===== src/rtl/clk_divider_multi.sv =====
// clk_divider_multi: NUM_CH independent programmable square-wave dividers.
// Each channel counts clk_fpga cycles up to its half-period, toggles its
// clk_out at every half-period boundary and emits a one-cycle tick on the
// rising toggle. New half-periods are staged in a pending register and only
// take effect at a boundary, so the output never glitches mid-phase.
module clk_divider_multi #(
  parameter int NUM_CH   = 4,
  parameter int CNT_W    = 27,
  parameter int DEF_HALF = 50_000,
  localparam int SEL_W   = (NUM_CH > 1) ? $clog2(NUM_CH) : 1
) (
  input  logic              clk_fpga,
  input  logic              rst_n,
  input  logic              en,
  input  logic              div_wr,
  input  logic [SEL_W-1:0]  div_sel,
  input  logic [CNT_W-1:0]  div_val,
  output logic [NUM_CH-1:0] clk_out,
  output logic [NUM_CH-1:0] tick,
  output logic [NUM_CH-1:0] busy
);

  localparam logic [CNT_W-1:0] RST_HALF = CNT_W'(DEF_HALF);
  localparam logic [CNT_W-1:0] ONE      = CNT_W'(1);

  // Out-of-range selects (possible when NUM_CH is not a power of two) are dropped.
  logic sel_ok;
  assign sel_ok = ({1'b0, div_sel} < (SEL_W + 1)'(NUM_CH));

  for (genvar gi = 0; gi < NUM_CH; gi++) begin : g_ch
    logic [CNT_W-1:0] cnt_q, cnt_d;
    logic [CNT_W-1:0] half_q, half_d;
    logic [CNT_W-1:0] pend_q, pend_d;
    logic             clk_q, clk_d;
    logic             tick_q, tick_d;
    logic             busy_q, busy_d;
    logic             wr_hit;

    assign wr_hit = div_wr && sel_ok && (div_sel == SEL_W'(gi));

    // Next-state: count, toggle at boundary, stage/apply divisor writes.
    always_comb begin
      cnt_d  = cnt_q;
      half_d = half_q;
      pend_d = pend_q;
      clk_d  = clk_q;
      busy_d = busy_q;
      tick_d = 1'b0;
      if (half_q == '0) begin
        // Stopped: no boundary will ever come, so a write restarts at once.
        cnt_d = '0;
        clk_d = 1'b0;
        if (wr_hit) begin
          half_d = div_val;
          pend_d = div_val;
          busy_d = 1'b0;
        end
      end else begin
        if (en) begin
          if (cnt_q == half_q - ONE) begin
            cnt_d  = '0;
            half_d = pend_q;
            busy_d = 1'b0;
            if (pend_q == '0) begin
              // Switching to stopped: park the output low.
              clk_d = 1'b0;
            end else begin
              clk_d  = ~clk_q;
              tick_d = ~clk_q;
            end
          end else begin
            cnt_d = cnt_q + ONE;
          end
        end
        // A write coinciding with a boundary lands in pend after the
        // boundary consumed the old value, so it waits for the next one.
        if (wr_hit) begin
          pend_d = div_val;
          busy_d = 1'b1;
        end
      end
    end

    // Channel state registers with asynchronous reset to the default rate.
    always_ff @(posedge clk_fpga or negedge rst_n) begin
      if (!rst_n) begin
        cnt_q  <= '0;
        half_q <= RST_HALF;
        pend_q <= RST_HALF;
        clk_q  <= 1'b0;
        tick_q <= 1'b0;
        busy_q <= 1'b0;
      end else begin
        cnt_q  <= cnt_d;
        half_q <= half_d;
        pend_q <= pend_d;
        clk_q  <= clk_d;
        tick_q <= tick_d;
        busy_q <= busy_d;
      end
    end

    assign clk_out[gi] = clk_q;
    assign tick[gi]    = tick_q;
    assign busy[gi]    = busy_q;
  end

endmodule


===== config.mk =====
export PLATFORM = sky130hd
export DESIGN_NAME = clk_divider_multi
export DESIGN_NICKNAME = d
export VERILOG_FILES = /design/src/rtl/clk_divider_multi.sv
export SDC_FILE = /design/constraint.sdc
export NUM_CORES = 1
export LEC_CHECK = 0
export CORE_MARGIN = 2
export CORE_UTILIZATION = 55
export CTS_CLUSTER_SIZE = 8
export DETAILED_ROUTE_END_ITERATION = 8
export HOLD_SLACK_MARGIN = 0.08
export PLACE_DENSITY = 0.72
export SLEW_MARGIN = 40
export SYNTH_ARGS = -nofsm -noshare
export SYNTH_HDL_FRONTEND = slang
export SYNTH_SLANG_ARGS = --single-unit

===== constraint.sdc =====
create_clock -name clk_fpga -period 7.2 [get_ports clk_fpga]
set_clock_uncertainty 0.2 [all_clocks]
set_input_delay 1.08 -clock clk_fpga [delete_from_list [all_inputs] [get_ports clk_fpga]]
set_output_delay 1.08 -clock clk_fpga [all_outputs]
set_load 0.05 [all_outputs]

# Yosys cells after proc, flatten, opt, wreduce, memory -nomap -nowiden
# Cells that the tools add are included.
dict set report word_totals {
  regBits 336
  in_bits 33
  out_inout_bits 12
  wordCells 164
}
dict set report op_classes {
  n_addsub 8
  eq_ne 11
  bitwise 4
  muxes 76
  n_reduce_logical 41
}
# cell n
set ops {}
lappend ops {{2-to-1 mux 27 bit} 28}
lappend ops {{logical NOT 27 bit} 8}
lappend ops {{adder 27 x 1 -> 27 bit (second input constant)} 4}
lappend ops {{equality test 27 bit} 4}
lappend ops {{subtractor 27 x 1 -> 27 bit (second input constant)} 4}
lappend ops {{2-to-1 mux 1 bit} 48}
lappend ops {{nonzero test 2 bit} 16}
lappend ops {{AND reduction 3 bit} 8}
lappend ops {{inequality test 2 bit (second input constant)} 4}
lappend ops {{AND reduction 2 bit} 4}
lappend ops {{equality test 2 bit (second input constant)} 2}
lappend ops {{logical AND 1 bit} 4}
lappend ops {{inverter 1 bit} 4}
lappend ops {{equality test 2 x 1 -> 1 bit (second input constant)} 1}
lappend ops {{logical NOT 2 bit} 1}

# Longest topological paths before layout
# Gate-level depths: netlist (run 1).
dict set report logic_depth {
  word_depth 6
  mapped_depth 15
  depth_no_buf 11
}

# Worst setup path after synthesis (run 1)
# OpenSTA, ideal clock, no wires.
dict set report synth_path {
  kind {register -> register}
  start {reg g_ch[3].half_q[3]}
  end {reg g_ch[3].half_q[17]}
  required_time_ns 6.877
  path_stages_with_launch 12
  synth_period_minus_slack_ns 3.586
  path_slack_ns 3.614
  arrival_time_ns 3.264
  setup_ns 0.123
  path_buffers 3
  path_cell_list {dfrtp_1 -> buf_6 -> or4_1 -> buf_2 -> or4_4 -> nor2_1 -> mux2_2 -> a211oi_1 -> nor4_4 -> buf_6 -> or3_1 -> o221a_2}
}
dict set report synth_via {
  elab_chain_len 4
  word_cells_on_any_way 8
  classes_between {add/sub: 1; eq/ne: 2; mux: 1; reduce/logical: 4}
}
# item line_no
set synth_lines {}
lappend synth_lines {{start: declaration} 32} ;# logic [CNT_W-1:0] half_q, half_d;
lappend synth_lines {{start signal: assignment} 95} ;# half_q <= half_d;
lappend synth_lines {{subtractor 27 x 1 -> 27 bit} 60} ;# if (cnt_q == half_q - ONE) begin
lappend synth_lines {{equality test 27 bit} 60}
lappend synth_lines {{nonzero test 2 bit (no source line)} n/a}
lappend synth_lines {{AND reduction 3 bit (no source line)} n/a}
# Several ways; a longest one is shown, not always the timed one.
# A chain may end at the register's enable or synchronous reset.

# Worst setup path in the final report (run 1)
dict set report layout_path {
  start {reg g_ch[1].half_q[10]}
  end {reg g_ch[1].cnt_q[23]}
}
dict set report layout_via {
  elab_chain_len 5
  word_cells_on_any_way 7
  classes_between {add/sub: 1; eq/ne: 1; mux: 3; reduce/logical: 2}
}
# item line_no
set layout_lines {}
lappend layout_lines {{start: declaration} 32}
lappend layout_lines {{start signal: assignment} 95}
lappend layout_lines {{subtractor 27 x 1 -> 27 bit} 60}
lappend layout_lines {{equality test 27 bit} 60}
lappend layout_lines {{2-to-1 mux 27 bit} 60}
lappend layout_lines {{2-to-1 mux 27 bit} 59} ;# if (en) begin
lappend layout_lines {{2-to-1 mux 27 bit} 49} ;# if (half_q == '0) begin
lappend layout_lines {{end signal: assignment} 94} ;# cnt_q <= cnt_d;
lappend layout_lines {{end: declaration} 31} ;# logic [CNT_W-1:0] cnt_q, cnt_d;
# Several ways; a longest one is shown, not always the timed one. The select of a mux whose other input is x is not followed.

==> out/metrics.yaml, run 1 <==
floorplan:
  die_area_um2: 37660
  die_h_um: 194.1
  rows: 69
  start_util_pct: 55.86
  ios: 45
  core_um2: 35570
  dieWidth_um: 194.1
worst_setup_path:
  cp_top_family: "simple AND/OR/NAND/NOR gates"
  path_depth: 9
  critical_path.most_common_cell: "or4_1"
  r2r_cells: 9
  crit_buf_inv: 0
  cp-start-kind: "flop"
  required_ps: 7450
  cp_max_fo: 24
  cp_cell_sequence: "nor4_1 -> nand4_1 -> or4_1 -> a211o_1 -> nand2_1 -> o211ai_1 -> or4_1 -> and2_1 -> a221o_1"
  r2r_slack_ps: 2670
  slowest_stage: "or4_1"
  worst_path_largest_cell_delay_ps: 930
  crit_arrival_ps: 4780
  end_kind: "flop"
  path_class: "flop to flop"
placed_design:
  numPortBuffers: 44
  place_ws_ps: 2750
  place_hpwl_um: 38190
  gp_congestion: 0.9348
routing:
  vias: 16920
  first_iter_violations: 1334
  drcViolationCount: 0
  drt-vias-per-instance: 6.308
  route.antenna.remaining_nets: 0
  routed_wl_um: 55280
  wire_per_inst_um: 20.60
  first_pass_iters: 6
clocking:
  cts_tree: "built"
  cts_buffers: 48
  cts-root-buf: "clkbuf_16"
  cts_buffer_depth: 3
  htree_levels: 2
  holdBufCountCts: 0
  cts.sinks: 336
  clkSlewWorstSetupHoldPaths_ps: 50
  cts_setup_buffers: 0
  cts_resized: 0
  clk_latency_ps: 580
sta:
  setup_tns_ps: 0
  timing.final.crit_share_pct: 62.97
  setup_ws_ps: 2666
  setup_viol_count_final: 0
  slew_violations: 0
  fin_crit_ps: 4534
  slew_headroom_pct: 46.34
  worst_pin_slew_ps: 797.5
  clock.fmax_mhz: 220.6
  hold_viol: 0
  rsz0062_at_grt: "false"
yosys:
  yosysSeqAreaShare_pct: 42.62
  synthCells: 2220
  synth_edf_count: 0
  synth_common_cells: "387 x nand2_1, 288 x dfrtp_1, 173 x nor2_1, 110 x clkbuf_1, 98 x xnor2_1"
  async_flop_share_pct: 100.0
  yosysUniqueCellTypes: 92
  syn-num-nets: 2261
  ys_seq_elements: 336
  synth_top_cell_by_area: "dfrtp_1"
  avgSynthCellArea_um2: 8.949
  ys_top_cells_by_area: "dfrtp_1 36%, nand2_1 7.3%, dfstp_2 6.3%, xnor2_1 4.3%, xor2_1 4.2%"
  synth_ff_type: "dfrtp_1"
  netlist_area_um2: 19870
  post-synth-top-count-cell: "nand2_1"
  ys_warn_count: 0
  synth_top_area_share_pct: 36.27
global_routing:
  grt-ovfl-total: 0
  grt_pass1_wl_um: 89630
  antenna_found_initial: 0
  grtUsageTotal_pct: 29.40
  grt_max_degree: 152
  grt_pass1_vias: 16470
flow_run:
  max-cap-violations: 0
final_layout:
  drive_gt1_share_pct: 11.93
  nNetsFinal: 2224
  diodes: 0
  ff_latch_area_um2: 8468
  multiInputGateArea_um2: 10490
  area_delta_synth_final_pct: 9.875
  num-fill-cells: 3009
power:
  ir_drop_v: 0.0003100
  p_leak_nw: 9.442
  power_density_nw_per_um2: 335.7
worst_hold_path:
  hold_path_class: "primary input to asynchronous set/reset pin"
outcome:
  outcome: "complete, no violations"
## cells by family after synthesis
kind of cell,synth area share (%)
buffers and inverters,4.742
AO/OA/AOI/OAI,11.83
XOR/XNOR,8.779
flip-flops,42.62
AND/OR/NAND/NOR,27.90
multiplexers,3.627
adder cells (fa/ha/maj),0.5038
## layout by cell type (no fill, tap or decap), types with 7 or more instances in the layout
cell type / synthesis / final
a21oi_1: 52 / 52
a22oi_1: 53 / 53
a31oi_1: 12 / 12
and2_1: 10 / 9
and3_1: 31 / 31
and3b_1: 9 / 9
and4_1: 12 / 12
buf_4: 13 / 18
clkbuf_1: 110 / 36
clkbuf_16: 0 / 49
clkdlybuf4s50_1: 0 / 43
dfrtp_1: 288 / 288
dfstp_2: 48 / 48
ha_1: 8 / 8
inv_1: 50 / 50
mux2_2: 56 / 56
mux2i_1: 9 / 9
nand2_1: 387 / 384
nand2b_1: 17 / 17
nand3_1: 85 / 85
nand3b_1: 9 / 9
nand4_1: 58 / 58
nand4b_1: 7 / 7
nor2_1: 173 / 171
nor2b_1: 17 / 17
nor3_1: 62 / 60
nor3b_1: 13 / 12
nor4_1: 77 / 76
o211ai_1: 8 / 8
o21ai_0: 48 / 48
o221a_2: 31 / 31
o22ai_1: 36 / 36
o31ai_1: 9 / 9
or2_2: 9 / 9
or3_1: 53 / 52
or4_1: 15 / 15
xnor2_1: 98 / 98
xor2_1: 96 / 96
## area by class of cell
cell class,count,share of cell area (%)
Clock buffer,86,6.299
Clock inverter,3,0.2178
Inverter,50,0.8597
Multi-Input combinational cell,1680,48.07
Sequential cell,336,38.79
Tap cell,461,2.642
Timing Repair Buffer,67,3.118
## sequential cells by signal (all words and copies together) (netlist names)
signal       flops
g_ch.cnt_q     108
g_ch.tick_q      4
g_ch.half_q    108
g_ch.clk_q       4
g_ch.pend_q    108
g_ch.busy_q      4
## worst register-to-register path, delay by kind of cell (launching register included)
family             cells  cell delay, ps
AOI/OAI and AO/OA      3             730
and+or+nand+nor        6            3060
DFF                    1             430
## per-stage QoR
stage | area, um2 | utilization, % | hold WS, ps | instances | total power [W]
after global placement | 20310 | 57.09 | 256.1 | 2591 | 0.005058
after CTS | 21750 | 61.16 | 253.3 | 2681 | 0.007314
after global routing | 21830 | 61.37 | 166.9 | 2683 | 0.007759
after floorplan | 19870 | - | 239.8 | 2220 | 0.004528
final | 21830 | 61.37 | 155.1 | 2683 | 0.007328
after detailed placement | 20330 | 57.16 | 252.1 | 2592 | 0.005119
## final timing paths
check | startpoint | end
min reg2reg | g_ch[2].pend_q[14]$_DFFE_PN1P_ | g_ch[2].half_q[14]$_DFFE_PN1P_
max reg2reg | g_ch[1].half_q[10]$_DFFE_PN0P_ | g_ch[1].cnt_q[23]$_DFFE_PN0P_
max | g_ch[1].half_q[10]$_DFFE_PN0P_ | g_ch[1].cnt_q[23]$_DFFE_PN0P_
min | rst_n | g_ch[2].cnt_q[2]$_DFFE_PN0P_
max in group asynchronous | rst_n | g_ch[3].half_q[20]$_DFFE_PN0P_
min in group clk_fpga | g_ch[2].pend_q[14]$_DFFE_PN1P_ | g_ch[2].half_q[14]$_DFFE_PN1P_
## power breakdown
| part | total, W | switching (W) | leakage, nW | internal, W |
|---|---|---|---|---|
| combinational | 0.00232 | 0.00129 | 4.59 | 0.00103 |
| sequential | 0.00284 | 0.000557 | 4.17 | 0.00228 |
| clock | 0.00217 | 0.000854 | 0.677 | 0.00131 |
## per-layer routing
metal  routed length, um  share of wire [%]  GRT usage (%)
met1               24660                 45          42.00
met2               25110                 45          45.64
met3                3743                6.8          4.157
met4                1773                3.2          10.97
met5                   0                  0              0
Power figures use the tool's default switching activity.
==> run 2: changes to the inputs <==
--- a/config.mk
+++ b/config.mk
@@ -10,7 +10,7 @@
 export CTS_CLUSTER_SIZE = 8
 export DETAILED_ROUTE_END_ITERATION = 8
 export HOLD_SLACK_MARGIN = 0.08
-export PLACE_DENSITY = 0.72
+export PLACE_DENSITY = 0.75
 export SLEW_MARGIN = 40
 export SYNTH_ARGS = -nofsm -noshare
 export SYNTH_HDL_FRONTEND = slang
==> constraint.sdc (replaced) <==
create_clock -name clk_fpga -period 3.9 [get_ports clk_fpga]
set_clock_uncertainty 0.2 [all_clocks]
set_input_delay 0.585 -clock clk_fpga [delete_from_list [all_inputs] [get_ports clk_fpga]]
set_output_delay 0.585 -clock clk_fpga [all_outputs]
set_load 0.05 [all_outputs]
==> run 2 against run 1 <==
Routed wire length increased by 1.3%. Critical path depth increased by 5. Register-to-register slack got worse by 2600 ps. Largest power group unchanged. Largest cell class unchanged. Critical path type unchanged.
==> out/metrics.yaml, run 2 (synthesis results as in run 1) <==
outcome:
  outcome: "complete, no violations"  # unchanged
worst_setup_path:
  cp-start-kind: "flop"  # unchanged
  reg2reg_to: "g_ch[0].half_q[25]$_DFFE_PN0P_"  # was g_ch[1].cnt_q[23]$_DFFE_PN0P_
  required_ps: 4150  # was 7450 ps
  path_class: "flop to flop"  # unchanged
  cp_max_fo: 26  # was 24
  crit_arrival_ps: 4080  # was 4780 ps
  r2r_slack_ps: 70  # was 2670 ps
  r2r_cells: 14  # was 9
  crit_buf_inv: 4  # was 0
  timing.rr.start: "g_ch[0].half_q[0]$_DFFE_PN0P_"  # was g_ch[1].half_q[10]$_DFFE_PN0P_
  path_depth: 14  # was 9
  critPathLaunch: "g_ch[0].half_q[0]$_DFFE_PN0P_"  # was g_ch[1].half_q[10]$_DFFE_PN0P_
  slowest_stage: "nor4bb_1"  # was or4_1
  cp_cell_sequence: "buf_4 -> inv_1 -> ha_1 -> nor3b_1 -> buf_4 -> nand2_1 -> nor4bb_1 -> nand3_1 -> a32oi_1 -> nand4_1 -> nor3b_4 -> buf_12 -> mux2i_1 -> nand2_1"  # was nor4_1 -> nand4_1 -> or4_1 -> a211o_1 -> nand2_1 -> o211ai_1 -> or4_1 -> and2_1 -> a221o_1
  endpoint: "g_ch[0].half_q[25]$_DFFE_PN0P_"  # was g_ch[1].cnt_q[23]$_DFFE_PN0P_
  worst_path_largest_cell_delay_ps: 710  # was 930 ps
  cp_top_family: "simple AND/OR/NAND/NOR gates"  # unchanged
  end_kind: "flop"  # unchanged
clocking:
  clkSlewWorstSetupHoldPaths_ps: 50  # about the same
  cts-root-buf: "clkbuf_16"  # unchanged
  cts_buffers: 48  # unchanged
  clk_latency_ps: 580  # about the same
  htree_levels: 2  # unchanged
  cts_tree: "built"  # unchanged
  cts_setup_buffers: 0  # unchanged
  cts_buffer_depth: 3  # unchanged
  cts.sinks: 336  # unchanged
power:
  p_total_w: 0.01370  # was 0.007328 W
  p_leak_nw: 9.666  # was 9.442 nW
  ir_drop_v: 0.0005924  # was 0.0003100 V
  power_density_nw_per_um2: 616.2  # was 335.7 nW/um2
placed_design:
  numPortBuffers: 44  # unchanged
  gp_congestion: 0.9301  # was 0.9348
  place_hpwl_um: 39320  # was 38190 um
final_layout:
  diodes: 0  # unchanged
  final_common_cell: "nand2_1"  # unchanged
  final_cell_mix: "387 x nand2_1, 288 x dfrtp_1, 167 x nor2_1"  # was 384 x nand2_1, 288 x dfrtp_1, 171 x nor2_1
  nNetsFinal: 2269  # was 2224
  area_delta_synth_final_pct: 11.94  # was 9.875%
  drive_gt1_share_pct: 13.76  # was 11.93%
  reg_top3: "g_ch.cnt_q (108), g_ch.half_q (108), g_ch.pend_q (108)"  # unchanged
global_routing:
  grt_max_degree: 61  # was 152
  antenna_found_initial: 0  # unchanged
  grt-ovfl-total: 0  # unchanged
  grtUsageTotal_pct: 29.78  # was 29.40%
  grt_pass1_wl_um: 90520  # was 89630 um
  grt_pass1_vias: 16670  # was 16.47k
sta:
  setup_viol_count_final: 0  # unchanged
  setup_tns_ps: 0  # unchanged
  rsz0062_at_grt: "false"  # unchanged
  slew_violations: 0  # unchanged
  worst_pin_slew_ps: 768.4  # was 797.5 ps
  fin_crit_ps: 3832  # was 4534 ps
  clock.fmax_mhz: 260.9  # was 220.6 MHz
  hold_viol: 0  # unchanged
  timing.final.crit_share_pct: 98.27  # was 62.97%
  slew_headroom_pct: 48.07  # was 46.34%
routing:
  first_iter_violations: 1314  # was 1334
  route.antenna.remaining_nets: 0  # unchanged
  routed_wl_um: 56010  # was 55280 um
  wire_per_inst_um: 20.53  # was 20.60 um
  vias: 17130  # was 16.92k
  drt-vias-per-instance: 6.280  # was 6.308
  drcViolationCount: 0  # unchanged
  first_pass_iters: 5  # was 6
flow_run:
  max-cap-violations: 0  # unchanged
worst_hold_path:
  hold_path_class: "flop to flop"  # was primary input to asynchronous set/reset pin
floorplan:
  start_util_pct: 55.86  # unchanged
  rows: 69  # unchanged
  die_h_um: 194.1  # unchanged
  core_um2: 35570  # unchanged
  dieWidth_um: 194.1  # unchanged
  die_area_um2: 37660  # unchanged
  ios: 45  # unchanged
## run 2: cell types whose count changed in the layout (fill, tap and decap cells not counted), moves of 3 or more
cell     before  now
buf_4        18   59
buf_12        1    7
nor2_2        3    7
nand2_2       4    1
nand2_1     384  387
nor2_1      171  167
## run 2: worst min path at each step
| stage | start | end | slack (ps) | cells past startpoint |
|---|---|---|---|---|
| 2_1_floorplan | rst_n | g_ch[0].busy_q$_DFFE_PN0P_ | 90 | 0 |
| 3_3_place_gp | g_ch[2].pend_q[9]$_DFFE_PN1P_ | g_ch[2].half_q[9]$_DFFE_PN1P_ | 250 | 2 |
| 3_5_place_dp | g_ch[2].pend_q[9]$_DFFE_PN1P_ | g_ch[2].half_q[9]$_DFFE_PN1P_ | 250 | 2 |
| 4_1_cts | g_ch[2].pend_q[9]$_DFFE_PN1P_ | g_ch[2].half_q[9]$_DFFE_PN1P_ | 260 | 2 |
| 5_1_grt | g_ch[2].pend_q[9]$_DFFE_PN1P_ | g_ch[2].half_q[9]$_DFFE_PN1P_ | 260 | 2 |
| 6_report | g_ch[2].pend_q[9]$_DFFE_PN1P_ | g_ch[2].half_q[9]$_DFFE_PN1P_ | 260 | 2 |
## run 2: repair_timing
action | in CTS | in global routing
hold endpoints to repair | 48 | 0
hold buffers | 1 | 0
gates resized for setup | 0 | 12
setup endpoints to repair | 0 | 112
## run 2: area by class of cell
cell class                 count  area, um2
fill                        2997      13330
clock buffer                  87       1390
multi-input combinational   1680      10530
sequential                   336       8468
timing repair buffer         112       1066
clock inverter                 2      25.02
inverter                      50      187.7
tap                          461      576.8
## run 2: stage by stage
stage                     setup WS (ps)  util (%)  hold WS (ps)  area, um2  instances
after floorplan                   313.7         -         89.41      19870       2220
after global placement            96.03     58.27         250.4      20730       2637
after detailed placement          88.93     58.37         252.4      20760       2638
after CTS                         53.51     62.38         256.4      22190       2728
after global routing             0.8882     62.53         260.3      22240       2728
final                             67.56     62.53         259.6      22240       2728
## run 2: tightest hold or removal path, cell delays in order, from the launching register on
cell,delay (ps)
dfstp_2,370
nand2_1,50
nand2_1,40
## run 2: report_power, final
part           switching (W)  internal, W
Combinational        0.00251      0.00209
Clock                0.00155      0.00238
Sequential          0.000965      0.00422
Total                0.00502      0.00868
## run 2: routing by layer
| metal | up-vias | routed length, um | GRT usage (%) | share of wire [%] |
|---|---|---|---|---|
| met5 | - | 0 | 0 | 0 |
| met4 | 0 | 1819 | 10.69 | 3.2 |
| met3 | 125 | 4391 | 5.792 | 7.8 |
| met2 | 652 | 25730 | 46.72 | 46 |
| met1 | 8405 | 24070 | 41.26 | 43 |
| li1 | 7951 | - | - | - |
